File: src/rtl/alu_seq_core.sv
// alu_seq_core: registered W-bit ALU with flags and iterative shift/rotate.
// Valid/ready on both sides; the result is held until the consumer takes it.
module alu_seq_core #(
  parameter int W = 8,
  localparam int SHW = $clog2(W)
) (
  input  logic           CLK,
  input  logic           RST,
  input  logic           IN_VALID,
  output logic           IN_READY,
  input  logic [3:0]     OP,
  input  logic [W-1:0]   A,
  input  logic [W-1:0]   B,
  input  logic [SHW-1:0] SH,
  output logic           OUT_VALID,
  input  logic           OUT_READY,
  output logic [W-1:0]   R,
  output logic           C,
  output logic           V,
  output logic           Z,
  output logic           N,
  output logic           ERR
);

  if (W < 4 || (W & (W - 1)) != 0) begin : g_bad_w
    $error("alu_seq_core: W must be a power of two >= 4");
  end

  localparam logic [3:0] OP_ADD = 4'd0;
  localparam logic [3:0] OP_SUB = 4'd1;
  localparam logic [3:0] OP_AND = 4'd2;
  localparam logic [3:0] OP_OR  = 4'd3;
  localparam logic [3:0] OP_NOR = 4'd4;
  localparam logic [3:0] OP_XOR = 4'd5;
  localparam logic [3:0] OP_SHL = 4'd6;
  localparam logic [3:0] OP_SHR = 4'd7;
  localparam logic [3:0] OP_ROL = 4'd8;
  localparam logic [3:0] OP_ROR = 4'd9;
  localparam logic [3:0] OP_INC = 4'd10;

  typedef enum logic [1:0] {
    S_IDLE,
    S_SHIFT,
    S_HOLD
  } state_t;

  state_t         state_q, state_d;
  logic [W-1:0]   r_q, r_d;
  logic           c_q, c_d;
  logic           v_q, v_d;
  logic           z_q, z_d;
  logic           n_q, n_d;
  logic           err_q, err_d;
  logic [SHW-1:0] cnt_q, cnt_d;
  logic [3:0]     kind_q, kind_d;

  logic [W-1:0] bop;
  logic         cin;
  logic [W:0]   sum;
  logic [W-1:0] lo;
  logic [W-1:0] res;
  logic         res_c;
  logic         res_v;
  logic         res_err;
  logic         is_shift;
  logic [W-1:0] step;
  logic         step_c;

  // SUB is A + ~B + 1, INC is A + 0 + 1; lo gives the carry into the MSB.
  assign bop = (OP == OP_SUB) ? ~B : (OP == OP_INC) ? '0 : B;
  assign cin = (OP == OP_SUB) || (OP == OP_INC);
  assign sum = {1'b0, A} + {1'b0, bop} + {{W{1'b0}}, cin};
  assign lo = {1'b0, A[W-2:0]} + {1'b0, bop[W-2:0]}
            + {{(W-1){1'b0}}, cin};
  assign is_shift = (OP >= OP_SHL) && (OP <= OP_ROR);

  always_comb begin
    res     = '0;
    res_c   = 1'b0;
    res_v   = 1'b0;
    res_err = 1'b0;
    case (OP)
      OP_ADD, OP_SUB, OP_INC: begin
        res   = sum[W-1:0];
        res_c = sum[W];
        res_v = sum[W] ^ lo[W-1];
      end
      OP_AND: res = A & B;
      OP_OR:  res = A | B;
      OP_NOR: res = ~(A | B);
      OP_XOR: res = A ^ B;
      OP_SHL, OP_SHR, OP_ROL, OP_ROR: res = A;
      default: res_err = 1'b1;
    endcase
  end

  always_comb begin
    step   = {r_q[0], r_q[W-1:1]};
    step_c = r_q[0];
    case (kind_q)
      OP_SHL: begin
        step   = {r_q[W-2:0], 1'b0};
        step_c = r_q[W-1];
      end
      OP_SHR: begin
        step   = {1'b0, r_q[W-1:1]};
        step_c = r_q[0];
      end
      OP_ROL: begin
        step   = {r_q[W-2:0], r_q[W-1]};
        step_c = r_q[W-1];
      end
      default: ;
    endcase
  end

  always_comb begin
    state_d = state_q;
    r_d     = r_q;
    c_d     = c_q;
    v_d     = v_q;
    z_d     = z_q;
    n_d     = n_q;
    err_d   = err_q;
    cnt_d   = cnt_q;
    kind_d  = kind_q;
    unique case (state_q)
      S_IDLE: begin
        if (IN_VALID) begin
          err_d = res_err;
          v_d   = 1'b0;
          if (is_shift && SH != '0) begin
            r_d     = A;
            c_d     = 1'b0;
            z_d     = 1'b0;
            n_d     = 1'b0;
            cnt_d   = SH;
            kind_d  = OP;
            state_d = S_SHIFT;
          end else begin
            r_d     = res;
            c_d     = res_c;
            v_d     = res_v;
            z_d     = (res == '0);
            n_d     = res[W-1];
            state_d = S_HOLD;
          end
        end
      end
      S_SHIFT: begin
        r_d   = step;
        c_d   = step_c;
        z_d   = (step == '0);
        n_d   = step[W-1];
        cnt_d = cnt_q - 1'b1;
        if (cnt_q == SHW'(1)) state_d = S_HOLD;
      end
      S_HOLD: begin
        if (OUT_READY) state_d = S_IDLE;
      end
      default: state_d = S_IDLE;
    endcase
  end

  always_ff @(posedge CLK) begin
    if (RST) begin
      state_q <= S_IDLE;
      r_q     <= '0;
      c_q     <= 1'b0;
      v_q     <= 1'b0;
      z_q     <= 1'b0;
      n_q     <= 1'b0;
      err_q   <= 1'b0;
      cnt_q   <= '0;
      kind_q  <= '0;
    end else begin
      state_q <= state_d;
      r_q     <= r_d;
      c_q     <= c_d;
      v_q     <= v_d;
      z_q     <= z_d;
      n_q     <= n_d;
      err_q   <= err_d;
      cnt_q   <= cnt_d;
      kind_q  <= kind_d;
    end
  end

  assign IN_READY  = (state_q == S_IDLE) && !RST;
  assign OUT_VALID = (state_q == S_HOLD);
  assign R   = r_q;
  assign C   = c_q;
  assign V   = v_q;
  assign Z   = z_q;
  assign N   = n_q;
  assign ERR = err_q;

endmodule

File: config.mk
export PLATFORM = sky130hd
export DESIGN_NAME = alu_seq_core
export DESIGN_NICKNAME = d
export VERILOG_FILES = /design/src/rtl/alu_seq_core.sv
export SDC_FILE = /design/constraint.sdc
export NUM_CORES = 1
export LEC_CHECK = 0
export ABC_AREA = 1
export ABC_CLOCK_PERIOD_IN_PS = 4300
export BUFFER_PORTS_ARGS = -buffer_cell sky130_fd_sc_hd__clkbuf_2
export CAP_MARGIN = 30
export CELL_PAD_IN_SITES_DETAIL_PLACEMENT = 2
export CELL_PAD_IN_SITES_GLOBAL_PLACEMENT = 2
export CORE_ASPECT_RATIO = 0.8
export CORE_MARGIN = 8
export CORE_UTILIZATION = 29
export CTS_CLUSTER_SIZE = 28
export DETAILED_ROUTE_END_ITERATION = 16
export HOLD_SLACK_MARGIN = 0.03
export PLACE_DENSITY = 0.88
export SLEW_MARGIN = 15
export SYNTH_ARGS = -nofsm -noshare
export SYNTH_HDL_FRONTEND = slang
export SYNTH_SLANG_ARGS = --single-unit
File: constraint.sdc
create_clock -name CLK -period 4.3 [get_ports CLK]
set_input_delay 1.29 -clock CLK [delete_from_list [all_inputs] [get_ports CLK]]
set_output_delay 1.29 -clock CLK [all_outputs]
set_load 0.05 [all_outputs]
# --- After elaboration in Yosys (flattened, before gate mapping) ---
# Cells that the tools add are included.
classes:
  multipliers: 0
  div: 0
  order_cmp: 2
  n_reduce_logical: 20
  n_eq_ne: 20
  n_mux: 29
  n_shift: 0
  n_bitwise: 6
  n_addsub: 5
ops:
  columns: ["cell", "n"]
  rows:
  - ["case mux 8 bit (6 select lines)", 1]
  - ["2-to-1 mux 8 bit", 4]
  - ["equality test 4 x 3 -> 1 bit, second input constant", 6]
  - ["case mux 8 bit (3 select lines)", 1]
  - ["equality test 4 bit, second input constant", 4]
  - ["logical NOT 8 bit", 2]
  - ["NOT 8 bit", 2]
  - ["case mux 8 bit (2 select lines)", 1]
  - ["2-to-1 mux 1 bit", 11]
  - ["OR reduction 11 bit", 1]
  - ["adder 8 x 8 -> 9 bit", 1]
  - ["adder 9 x 1 -> 9 bit", 1]
  - ["AND reduction 3 bit", 3]
  - ["adder 7 x 7 -> 8 bit", 1]
  - ["adder 8 x 1 -> 8 bit", 1]
  - ["AND 8 bit", 1]
  - ["equality test 4 x 2 -> 1 bit, second input constant", 2]
  - ["2-to-1 mux 2 bit", 4]
  - ["OR 8 bit", 1]
  - ["bitwise XOR 8 bit", 1]
  - ["2-to-1 mux 3 bit", 2]
  - ["!= test 2 bit, second input constant", 3]
  - ["case mux 1 bit (2 select lines)", 3]
  - ["case mux 2 bit (3 select lines)", 1]
  - ["21 further kinds", 24]
totals:
  output_inout_bits: 15
  rom_bits: 0
  ram_bits: 0
  ff_bits: 22
  n_memories: 0
  latch_bits: 0

# --- Depth between registers and ports, before layout ---
# Gate-level depths: netlist of run 1.
logic_depth:
  depth_word: 10
  ltp_mapped: 21
  ltp_nobuf: 21

# --- Worst setup path before layout of run 1 ---
# Ideal clock, no wire load.
synth_timing:
  kind: "input to register"
  startpoint: "input OP[3]"
  endpoint: "register v_q, in the netlist V"
  setup_ps: 71
  t_arrival_ps: 3526
  cell_stages: 19
  setup_slack_ps: 703
  path_cell_list: "inv_2 > nor2_1 > nand2_1 > inv_1 > nor2_1 > inv_1 > fa_1 > fa_1 > nand2_1 > nand3_1 > nand3_1 > nand2_1 > nand2_1 > nand2_1 > nand2_1 > nand2_1 > nand2_1 > nand3_1 > a21oi_1"
synth_between:
  elab_chain_cells: 8
  word_cells_on_any_way: 18
  cone_classes: "add/sub (4); order compare (2); eq/ne (2); mux (4); bitwise (1); reduce/logical (5)"
synth_rtl:
  columns: ["item", "line", "rtl"]
  rows:
  - ["start: declaration", "11", "input logic [3:0] OP,"]
  - ["equality test 4 bit", "70, 71, 82", null]
  - ["2-to-1 mux 8 bit (2 in series)", "70", "assign bop = (OP == OP_SUB) ? ~B : (OP == OP_INC) ? '0 : B;"]
  - ["adder 8 x 8 -> 9 bit or adder 7 x 7 -> 8 bit (tied branches)", "72, 73", null]
  - ["adder 9 x 1 -> 9 bit or adder 8 x 1 -> 8 bit (tied branches)", "72, 74", null]
  - ["bitwise XOR 1 bit", "86", "res_v = sum[W] ^ lo[W-1];"]
  - ["2-to-1 mux 1 bit", "82", "case (OP)"]
  - ["2-to-1 mux 1 bit (*)", "132", "if (is_shift && SH != '0) begin"]
  - ["end signal: assignment", "180", "v_q <= v_d;"]
  - ["end: declaration", "50", "logic v_q, v_d;"]
# Mark *: on every way between the ends. The rest lies on a longest branch, timed or not.
# A chain may end at the register's enable or synchronous reset.

# --- Final worst setup path of run 1 ---
layout_timing:
  startpoint: "input OP[2]"
  endpoint: "register r_q[4], in the netlist R[4]"
layout_between:
  elab_chain_cells: 9
  word_cells_on_any_way: 26
  cone_classes: "add/sub (2); order compare (2); eq/ne (10); mux (6); reduce/logical (6)"
layout_rtl:
  columns: ["item", "line", "rtl"]
  rows:
  - ["equality test 4 bit", "70, 71, 82", null]
  - ["2-to-1 mux 8 bit (2 in series)", "70", null]
  - ["adder 8 x 8 -> 9 bit", "72", "assign sum = {1'b0, A} + {1'b0, bop} + {{W{1'b0}}, cin};"]
  - ["adder 9 x 1 -> 9 bit", "72", null]
  - ["case mux 8 bit (6 select lines)", "82", null]
  - ["2-to-1 mux 8 bit (*)", "132", null]
  - ["2-to-1 mux 8 bit (*)", "129", "if (IN_VALID) begin"]
  - ["case mux 8 bit (2 select lines) (*)", "127", "unique case (state_q)"]
  - ["end signal: assignment", "178", "r_q <= r_d;"]
  - ["end: declaration", "48", "logic [W-1:0] r_q, r_d;"]
# Mark *: on every way between the ends. The rest lies on a longest branch, timed or not. The select of a mux whose other input is x is not followed.

==> results of run 1 <==
logic make-up (layout without fill, tap and decap cells):
logic type      count (synthesis)  in the layout
compound gates                 65             65
simple gates                  231            231
xor+xnor                        1              1
fa+ha+maj                      27             27
buf+inv                        66            107
flops                          22             22
layout by cell type, fill, tap and decap left out:
cell / n
nand2_1: 130
inv_1: 58
clkbuf_2: 41
nor2_1: 35
nand3_1: 34
a21oi_1: 32
o21ai_0: 27
ha_1: 25
dfxtp_1: 22
nand4_1: 8
nor2_2: 6
inv_2: 3
nand2_2: 3
a31oi_1: 3
nor3_1: 3
clkbuf_8: 3
nand3_2: 2
nand2_4: 2
or2_2: 2
nand3b_1: 2
fa_1: 2
nor2_4: 1
a21oi_2: 1
nand3_4: 1
nor2_8: 1
o211ai_1: 1
nand4_2: 1
a32oi_1: 1
xnor2_1: 1
bufinv_16: 1
buf_4: 1
stage by stage:
step / hold slack, ns / cell area (µm²) / total power (µW)
finish: 0.4716 / 2836 / 784.2
CTS: 0.4761 / 2829 / 787.8
detailed placement: 0.4614 / 2758 / 572.4
global route: 0.4928 / 2836 / 828.2
global placement: 0.4544 / 2758 / 553.2
floorplan: 0.4422 / 2432 / 467.1
per-layer routing:
metal | track usage, % | wire length [µm] | up-vias
li1 | - | - | 1407
met1 | 23.50 | 4974 | 1443
met2 | 32.49 | 5234 | 64
met3 | 2.422 | 424 | 19
met4 | 4.365 | 201 | 0
met5 | 0 | 0 | -
report_power, final:
part           switching (µW)  internal, µW  total [µW]
Sequential               18.1           222         240
Clock                    76.8           125         201
Combinational             244          98.5         343
state kept, by name, summed over array words and instances (netlist names):
register and cells:
C 1, ERR 1, N 1, R 8
V 1, Z 1, cnt_q 3, kind_q 4
state_q 2
layout make-up:
cell class,instances,area [µm²],area share (%)
clock buffers,3,41.29,1.456
well taps,112,140.1,4.940
clock inverters,1,30.03,1.059
inverters,61,229.0,8.072
flip-flops and latches,22,440.4,15.53
multi-input cells,324,1743,61.45
repair buffers,42,212.7,7.499
critical path, cell delays in order:
cell      delay, ns
clkbuf_2       0.14
inv_1          0.10
nand2_1        0.11
nor2_1         0.27
nor2_4         0.14
nand2_1        0.08
o21ai_0        0.10
fa_1           0.48
fa_1           0.45
nand2_1        0.11
nand3_1        0.12
nand2_1        0.08
nand2_1        0.05
nand3_1        0.07
nand3b_1       0.14
nand2_1        0.10
a21oi_1        0.07
a21oi_1        0.15
nor2_1         0.07
how the worst min path moves through the flow:
stage | depth (start not counted) | from | endpoint
final | 2 | N$_SDFFE_PP0P_ | N$_SDFFE_PP0P_
after global routing | 2 | N$_SDFFE_PP0P_ | N$_SDFFE_PP0P_
after CTS | 2 | N$_SDFFE_PP0P_ | N$_SDFFE_PP0P_
after detailed placement | 2 | N$_SDFFE_PP0P_ | N$_SDFFE_PP0P_
after global placement | 2 | N$_SDFFE_PP0P_ | N$_SDFFE_PP0P_
after floorplan | 2 | cnt_q[1]$_SDFFE_PP0P_ | cnt_q[1]$_SDFFE_PP0P_
repair_timing:
item | 4_1_cts | 5_1_grt
resized for setup | 0 | 2
endpoints found under the setup margin | 0 | 8
endpoints found under the hold margin | 0 | 0
==> reports/results.tsv, run 1 <==
stage	metric	value	unit
status	status	finished clean	
cells_and_area	nets	508	
worst_setup_path	worstRegToRegCells	8	
synth	ys.flop_type	dfxtp_1	
clock_tree	cts_buffers	3	
worst_setup_path	path_max_fanout	9	
worst_setup_path	r2r_end	C$_SDFFE_PP0P_	
synth	synth_top_family_by_area	simple AND/OR/NAND/NOR gates	
global_routing	grt_pass1_wl	17510	µm
synth	synthCells	412	
clock_tree	clockRootBuffer	clkbuf_8	
synth	synth-async-reset-ratio	0	%
route	drc	0	
global_routing	grt_pass1_vias	3231	
timing	finalSetupTns	0	ns
timing	min_period_over_period	92.98	%
synth	synth_area_leaders	nand2_1 (20%), dfxtp_1 (18%), ha_1 (13%)	
clock_tree	clock_latency	0.28	ns
placed_design	dp_slack	-0.1493	ns
die	die_w	118.4	µm
worst_setup_path	timing.rr.start	state_q[1]$_SDFFE_PP0P_	
die	coreArea	8295	µm²
timing	setup_slack	0.3020	ns
die	rows	30	
timing	hold_viol	0	
die	die_area	11590	µm²
cells_and_area	antenna_cells	0	
clock_tree	clockBufferDepth	2	
placed_design	dp_hpwl	7995	µm
global_routing	grt_start_max_net_pins	18	
synth	synthDistinctLibCells	29	
global_routing	track_usage	18.53	%
clock_tree	cts.sinks	22	
synth	ys_seq_elements	22	
cells_and_area	area_delta_synth_final	16.62	%
timing	finalSetupViolCount	0	
placed_design	gp_congestion	0.8491	
synth	netlist_area	2432	µm²
die	die_h	97.92	µm
synth	synth-xor-area-share	0.3601	%
pwr	leakagePower	0.001524	µW
clock_tree	cts_max_level	1	
cells_and_area	final_cells	565	
worst_hold_path	min-delay-path-class	register to register	
pwr	ir_drop	0.1097	mV
synth	yosys.area.top_type	nand2_1	
clock_tree	postCtsSetupBuffers	0	
route	wl_per_cell	19.18	µm
synth	synth.most_common_cell	nand2_1	
synth	synthSimpleGateAreaFrac	42.54	%
route	viasPerCell	5.191	
cells_and_area	drive_above_1_share	15.23	%
synth	synth_compound_area_share	13.94	%
timing	fmax	250.1	MHz
synth	synth.top_cell.area_share	20.06	%
worst_setup_path	crit_start	OP[2]	
synth	synth_edf_count	0	
route	drtIter0Drc	103	
synth	synth_adder_area_share	14.51	%
route	drt_wl_total	10830	µm
timing	finalClockSkew	0.01061	ns
timing	layout_min_cycle_time	3.998	ns
worst_setup_path	r2r_slack	2.18	ns
job	cap_viol_max_count	0	
timing	maxSlewHeadroom	64.00	%
synth	ys_seq_area_share	18.11	%
synth	yosys-mux-area-fraction	0	%
global_routing	antenna_found_initial	0	
die	num_io_pins	42	
timing	rsz0062_at_grt	no	
timing	tightest_slew	0.5380	ns
cells_and_area	fillerInstances	1035	
cells_and_area	fin_util	34.19	%
clock_tree	hold_buffers	0	
global_routing	overflow	0	
timing	drv_slew	0	
worst_setup_path	cp.arrival	4.14	ns
synth	synth_common_cells	nand2_1 (130), inv_1 (58), nor2_1 (36)	
clock_tree	cts_tree	done	
synth	syn_nets	466	
route	dr_total_vias	2933	
die	start_util	29.32	%
synth	syn_area_per_cell	5.904	µm²
pwr	power_density	276.5	nW/µm²
clock_tree	clk_transition_reported_paths	0.09	ns
worst_setup_path	start_kind	input port	
placed_design	dp_cells	561	
placed_design	port_buffers	41	
synth	ys_warn_count	0	
worst_setup_path	cp-endpoint	R[4]$_SDFFE_PP0P_	
route	dr.pass1.iters	4	
worst_setup_path	endpoint_kind	register	
worst_setup_path	worstSetupPathType	input port to register	
route	postRouteAntennaNets	0	
worst_setup_path	cp.required	4.45	ns
Power figures use the tool's default switching activity.
==> run 2, diff against run 1 <==
--- a/config.mk
+++ b/config.mk
@@ -5,7 +5,7 @@
 export SDC_FILE = /design/constraint.sdc
 export NUM_CORES = 1
 export LEC_CHECK = 0
-export ABC_AREA = 1
+export ABC_AREA = 0
 export ABC_CLOCK_PERIOD_IN_PS = 4300
 export BUFFER_PORTS_ARGS = -buffer_cell sky130_fd_sc_hd__clkbuf_2
 export CAP_MARGIN = 30
@@ -13,11 +13,11 @@
 export CELL_PAD_IN_SITES_GLOBAL_PLACEMENT = 2
 export CORE_ASPECT_RATIO = 0.8
 export CORE_MARGIN = 8
-export CORE_UTILIZATION = 29
+export CORE_UTILIZATION = 33
 export CTS_CLUSTER_SIZE = 28
 export DETAILED_ROUTE_END_ITERATION = 16
 export HOLD_SLACK_MARGIN = 0.03
-export PLACE_DENSITY = 0.88
+export PLACE_DENSITY = 0.81
 export SLEW_MARGIN = 15
 export SYNTH_ARGS = -nofsm -noshare
 export SYNTH_HDL_FRONTEND = slang
==> run 2 against run 1 <==
  * Synthesized cell count decreased by 16%
  * Setup slack improved by 0.14 ns
  * Non-clock buffer count rose by 14
  * Worst hold slack better by 0.030 ns
  * Die area fell by 3.7%
  * Area after synthesis rose by 8.9%
  * Critical endpoint is now R[7]$_SDFFE_PP0P_
==> reports/results.tsv, run 2 <==
stage	metric	value	unit	change
global_routing	overflow	0		unchanged
synth	synth-xor-area-share	0.9920	%	+0.63 points
cells_and_area	nets	438		-14%
clock_tree	cts_resized	0		unchanged
synth	yosys.area.top_type	dfxtp_1		
pwr	power_density	245.3	nW/µm²	-11%
synth	synthCells	345		-16%
worst_setup_path	cp.required	4.43	ns	-0.02 ns
synth	ys.flop_type	dfxtp_1		
synth	syn_nets	399		-14%
synth	synth_edf_count	0		unchanged
worst_setup_path	path_max_fanout	10		+1
timing	finalSetupViolCount	0		unchanged
synth	ys_seq_elements	22		unchanged
timing	fmax	259.0	MHz	+3.5%
timing	finalClockSkew	0.005673	ns	-0.004937 ns
die	coreArea	7874	µm²	-5.1%
synth	synth.most_common_cell	nor2_1		
synth	netlist_area	2649	µm²	+8.9%
worst_setup_path	endpoint_kind	register		
global_routing	track_usage	17.61	%	-0.92 points
clock_tree	clock_latency	0.26	ns	-0.02 ns
worst_hold_path	min-delay-path-class	register to register		
synth	syn_area_per_cell	7.678	µm²	+30%
route	drc	0		unchanged
timing	hold_viol	0		unchanged
global_routing	grt_start_max_net_pins	25		+7
synth	ys_warn_count	0		unchanged
placed_design	dp_hpwl	7841	µm	-1.9%
global_routing	antenna_found_initial	0		unchanged
cells_and_area	antenna_cells	0		unchanged
synth	yosys-mux-area-fraction	7.652	%	+7.7 points
die	num_io_pins	42		unchanged
clock_tree	cts_tree	done		
worst_setup_path	worstSetupPathType	input port to register		
worst_setup_path	r2r_slack	2.21	ns	+0.03 ns
die	die_area	11170	µm²	-3.7%
clock_tree	clockBufferDepth	2		unchanged
cells_and_area	final_cell_mix	clkbuf_2 (41), nor2_1 (39), a21oi_1 (28)		
timing	rsz0062_at_grt	no		
placed_design	port_buffers	41		unchanged
clock_tree	clockRootBuffer	clkbuf_8		
clock_tree	hold_buffers	0		unchanged
pwr	ir_drop	0.1352	mV	+23%
die	die_h	96.14	µm	-1.8%
die	die_w	116.2	µm	-1.9%
timing	setup_slack	0.4390	ns	+0.1370 ns
synth	synth_area_leaders	dfxtp_1 (17%), ha_1 (12%), nor2_1 (5.5%)		
route	dr_total_vias	2835		-3.3%
job	cap_viol_max_count	0		unchanged
synth	synth_top_family_by_area	compound AO/OA/AOI/OAI gates		
clock_tree	cts_max_level	1		unchanged
synth	synth.top_cell.area_share	16.63	%	-3.4 points
synth	synth-async-reset-ratio	0	%	unchanged
worst_setup_path	cp.arrival	3.99	ns	-0.15 ns
synth	ys_seq_area_share	16.63	%	-1.5 points
cells_and_area	final_cells	490		-13%
synth	synth_common_cells	nor2_1 (39), a21oi_1 (28), ha_1 (25)		
pwr	leakagePower	0.001308	µW	-14%
timing	drv_slew	0		unchanged
route	postRouteAntennaNets	0		unchanged
timing	layout_min_cycle_time	3.861	ns	-0.1370 ns
route	drtIter0Drc	153		+49%
status	status	finished clean		
route	wl_per_cell	19.44	µm	+1.4%
route	viasPerCell	5.786		+11%
clock_tree	postCtsSetupBuffers	0		unchanged
clock_tree	cts.sinks	22		unchanged
synth	synthDistinctLibCells	73		+150%
cells_and_area	area_delta_synth_final	15.40	%	
route	dr.pass1.iters	4		unchanged
synth	synth_adder_area_share	13.32	%	-1.2 points
die	start_util	33.64	%	+4.3 points
clock_tree	clk_transition_reported_paths	0.08	ns	about the same
timing	min_period_over_period	89.79	%	-3.2 points
placed_design	dp_cells	487		-13%
clock_tree	cts_buffers	3		unchanged
placed_design	gp_congestion	0.8462		-0.34%
cells_and_area	fillerInstances	955		-7.7%
timing	finalSetupTns	0	ns	unchanged
timing	tightest_slew	0.6708	ns	+0.1328 ns
cells_and_area	final_common_cell	clkbuf_2		
synth	synthSimpleGateAreaFrac	25.08	%	-17 points
die	rows	29		-3.3%
global_routing	grt_pass1_vias	3019		-6.6%
global_routing	grt_pass1_wl	15700	µm	-10%
cells_and_area	largest_reg_flops	8		unchanged
cells_and_area	drive_above_1_share	21.20	%	+6.0 points
route	drt_wl_total	9527	µm	-12%
synth	synth_compound_area_share	28.96	%	+15 points
timing	maxSlewHeadroom	55.08	%	-8.9 points
worst_setup_path	start_kind	input port		
placed_design	dp_slack	0.1717	ns	+0.3210 ns
==> run 2: cell count changes in the layout (fill, tap and decap cells not counted), moves of 7 or more <==
cell,previous run,this run
buf_4,1,15
a211oi_1,0,14
nor2b_1,0,7
mux2i_1,0,9
inv_1,58,24
nor3_1,3,16
nand2b_1,0,8
nand2_1,130,19
nand3_1,34,4
o21ai_0,27,9
==> run 2: final cells by class <==
| cell class | count | area (µm²) | share of cell area [%] |
|---|---|---|---|
| multi-input combinational | 277 | 2032 | 66.48 |
| sequential | 22 | 440.4 | 14.41 |
| timing repair buffer | 56 | 317.8 | 10.40 |
| tap | 108 | 135.1 | 4.421 |
| inverter | 24 | 90.09 | 2.947 |
| clock buffer | 3 | 41.29 | 1.351 |
==> run 2: where the power goes <==
part | switching [µW] | internal, µW | leakage (µW)
registers | 23.3 | 221 | 0.000180
logic | 239 | 135 | 0.00111
clock network | 67.9 | 62.6 | 0.0000216
total | 331 | 419 | 0.00131
==> run 2: final timing paths <==
check                                from                      to  cells after the start
hold reg to reg    kind_q[2]$_SDFFE_PP0P_  kind_q[2]$_SDFFE_PP0P_                      1
setup / recovery                    OP[1]       R[7]$_SDFFE_PP0P_                     12
setup reg to reg  state_q[0]$_SDFFE_PP0P_          Z$_SDFFE_PP0P_                      6
hold / removal     kind_q[2]$_SDFFE_PP0P_  kind_q[2]$_SDFFE_PP0P_                      1
==> run 2: per-layer routing <==
metal  global-route usage [%]  vias to the layer above  share of wire, %
met5                        0                        -                 0
met4                    2.476                        0              0.92
met3                    1.944                        8               3.1
met2                    30.84                       44                49
met1                    23.26                     1424                47
li1                         -                     1359                 -
==> run 2: kinds of logic after synthesis <==
logic type               Yosys count
XOR/XNOR                           3
AO/OA/AOI/OAI                    106
adder cells (fa/ha/maj)           27
flip-flops                        22
multiplexers                      17
buffers and inverters             46
AND/OR/NAND/NOR                  124
==> run 2: stage by stage <==
stage | util [%] | instance area (µm²) | hold slack, ns | total power [µW]
2_1_floorplan | - | 2669 | 0.4505 | 505.8
5_1_grt | 38.82 | 3057 | 0.5313 | 802.2
4_1_cts | 38.82 | 3057 | 0.4989 | 754.9
3_3_place_gp | 38.30 | 3015 | 0.4674 | 604.1
3_5_place_dp | 38.30 | 3015 | 0.4872 | 621.9
6_report | 38.82 | 3057 | 0.5016 | 749.9
==> run 2: critical path: stages <==
cell and delay (ns):
clkbuf_2 0.13, nor3_1 0.40, buf_4 0.26, nor2_1 0.06, a211oi_1 0.28, ha_1 0.35, o21ai_0 0.19, nand2b_1 0.08
a31o_1 0.24, xor2_1 0.17, a221oi_1 0.39, a2111oi_0 0.16
==> run 3, diff against run 2 <==
--- a/config.mk
+++ b/config.mk
@@ -12,7 +12,6 @@
 export CELL_PAD_IN_SITES_DETAIL_PLACEMENT = 2
 export CELL_PAD_IN_SITES_GLOBAL_PLACEMENT = 2
 export CORE_ASPECT_RATIO = 0.8
-export CORE_MARGIN = 8
 export CORE_UTILIZATION = 33
 export CTS_CLUSTER_SIZE = 28
 export DETAILED_ROUTE_END_ITERATION = 16
==> run 3 against run 2 <==
  * Core utilization is 1.5 points higher
  * Setup slack worse by 0.15 ns
  * Register-to-register slack got worse by 0.03 ns
  * Fmax down 3.7%
  * Critical endpoint unchanged
  * Largest cell class unchanged
==> reports/results.tsv, run 3 (same netlist as run 2, synthesis figures left out) <==
stage	metric	value	unit	change
pwr	ir_drop	0.1334	mV	-1.4%
timing	rsz0062_at_grt	no		
die	start_util	35.00	%	+1.4 points
cells_and_area	final_common_cell	clkbuf_2		
placed_design	dp_hpwl	7770	µm	-0.90%
clock_tree	clockRootBuffer	clkbuf_8		
worst_setup_path	cp.required	4.45	ns	+0.02 ns
clock_tree	cts.sinks	22		unchanged
worst_setup_path	worstSetupPathType	input port to register		
global_routing	grt_pass1_wl	15570	µm	-0.88%
worst_setup_path	critPathBufInv	3		+1
clock_tree	cts_buffers	3		unchanged
die	die_h	82.14	µm	-15%
pwr	total_power	756.7	µW	+0.91%
worst_setup_path	cpLargestDelayFamily	compound AO/OA/AOI/OAI gates		
pwr	power_density	248.1	nW/µm²	+1.1%
clock_tree	clock_latency	0.27	ns	about the same
clock_tree	clockBufferDepth	2		unchanged
timing	min_period_over_period	93.23	%	+3.4 points
route	wl_per_cell	19.94	µm	+2.6%
placed_design	dpl_cell_area	3004	µm²	-0.37%
job	cap_viol_max_count	0		unchanged
status	status	finished clean		
timing	whs	0.4977	ns	-0.003827 ns
route	postRouteAntennaNets	0		unchanged
route	viasPerCell	5.930		+2.5%
timing	maxSlewHeadroom	47.95	%	-7.1 points
cells_and_area	fin_area	3050	µm²	-0.20%
route	drc	0		unchanged
route	drt_wl_total	9691	µm	+1.7%
clock_tree	postCtsSetupBuffers	0		unchanged
worst_setup_path	start_kind	input port		
worst_setup_path	cp.arrival	4.16	ns	+0.17 ns
cells_and_area	largest_reg_flops	8		unchanged
die	rows	28		-3.4%
route	dr.pass1.iters	4		unchanged
cells_and_area	nets	437		-0.23%
clock_tree	clk_transition_reported_paths	0.08	ns	about the same
cells_and_area	fillerInstances	926		-3.0%
worst_setup_path	path_max_fanout	14		+4
global_routing	track_usage	24.18	%	+6.6 points
pwr	leakagePower	0.001304	µW	-0.29%
timing	finalSetupViolCount	0		unchanged
placed_design	port_buffers	41		unchanged
cells_and_area	fin_util	40.31	%	+1.5 points
cells_and_area	drive_above_1_share	21.26	%	+0.056 points
worst_setup_path	crit_path_top_delay_cell	a2111oi_0		
timing	tightest_slew	0.7783	ns	+0.1075 ns
worst_setup_path	critPathMaxStageDelay	0.40	ns	about the same
die	coreArea	7567	µm²	-3.9%
timing	layout_min_cycle_time	4.009	ns	+0.1481 ns
worst_setup_path	crit_chain	clkbuf_2, buf_4, nand3_2, buf_4, a21oi_1, a211oi_1, ha_1, a211oi_1, o21ai_1, a31o_1, xor2_1, a221oi_1, a2111oi_0		
clock_tree	hold_buffers	0		unchanged
cells_and_area	antenna_cells	0		unchanged
global_routing	grt_pass1_vias	3046		+0.89%
clock_tree	cts_max_level	1		unchanged
timing	finalSetupTns	0	ns	unchanged
route	drtIter0Drc	106		-31%
global_routing	antenna_found_initial	0		unchanged
cells_and_area	final_cell_mix	clkbuf_2 (41), nor2_1 (39), a21oi_1 (28)		
global_routing	grt_start_max_net_pins	25		unchanged
worst_hold_path	min-delay-path-class	register to register		
timing	fmax	249.4	MHz	-3.7%
die	die_area	8391	µm²	-25%
global_routing	overflow	0		unchanged
timing	finalClockSkew	0.002015	ns	-0.003658 ns
cells_and_area	area_delta_synth_final	15.16	%	
placed_design	gp_congestion	0.8623		+1.9%
die	die_w	102.2	µm	-12%
clock_tree	cts_tree	done		
route	dr_total_vias	2882		+1.7%
worst_setup_path	endpoint_kind	register		
timing	hold_viol	0		unchanged
timing	drv_slew	0		unchanged
die	num_io_pins	42		unchanged
==> run 3: changes by cell type in the layout (fill, tap and decap cells not counted) <==
cell,previous run,this run
nor3_1,16,15
buf_4,15,14
nor3_2,2,3
==> run 3: path summary, 6_finish.rpt <==
path,cells past startpoint,slack [ns],endpoint,from
worst max-delay path,13,0.29,R[7]$_SDFFE_PP0P_,OP[1]
worst min-delay path,2,0.50,V$_SDFFE_PP0P_,V$_SDFFE_PP0P_
worst max register to register,5,2.18,R[4]$_SDFFE_PP0P_,kind_q[3]$_SDFFE_PP0P_
worst min register to register,2,0.50,V$_SDFFE_PP0P_,V$_SDFFE_PP0P_
==> run 3: repair_timing <==
action | 4_1_cts | 5_1_grt
hold endpoints to repair | 0 | 0
endpoints found under the setup margin | 0 | 1
resized for setup | 0 | 1
==> run 3: worst register-to-register path, delay by kind of cell, from the launching register on <==
family | cells | cell delay, ns
mux | 1 | 0.37
simple gates | 3 | 0.87
flops | 1 | 0.35
compound gates | 1 | 0.40
==> run 3: through the flow <==
| stage | worst slack, ns | instances |
|---|---|---|
| global placement | 0.2427 | 483 |
| finish | 0.2909 | 486 |
| floorplan | 0.06213 | 345 |
| CTS | 0.3054 | 486 |
| detailed placement | 0.03691 | 483 |
| global route | 0.04299 | 486 |
==> run 3: power by group <==
part / switching (µW) / internal (µW) / total [µW]
registers: 22.6 / 221 / 244
logic: 245 / 135 / 379
clock network: 70.5 / 62.7 / 133
==> run 3: cell type report <==
cell class / count / area [µm²] / area share, %
multi-input cells: 277 / 2037 / 66.78
clock buffers: 3 / 41.29 / 1.354
flip-flops and latches: 22 / 440.4 / 14.44
inverters: 24 / 90.09 / 2.953
repair buffers: 55 / 310.3 / 10.17
well taps: 105 / 131.4 / 4.307
==> run 3: per-layer routing <==
| layer | part of all wire (%) | vias up | wire, µm | global-route usage [%] |
|---|---|---|---|---|
| met4 | 1.0 | 0 | 101 | 3.571 |
| met1 | 48 | 1460 | 4618 | 31.88 |
| met3 | 2.7 | 10 | 265 | 2.946 |
| met5 | 0 | - | 0 | 0 |
| li1 | - | 1355 | - | - |
| met2 | 49 | 57 | 4706 | 43.15 |
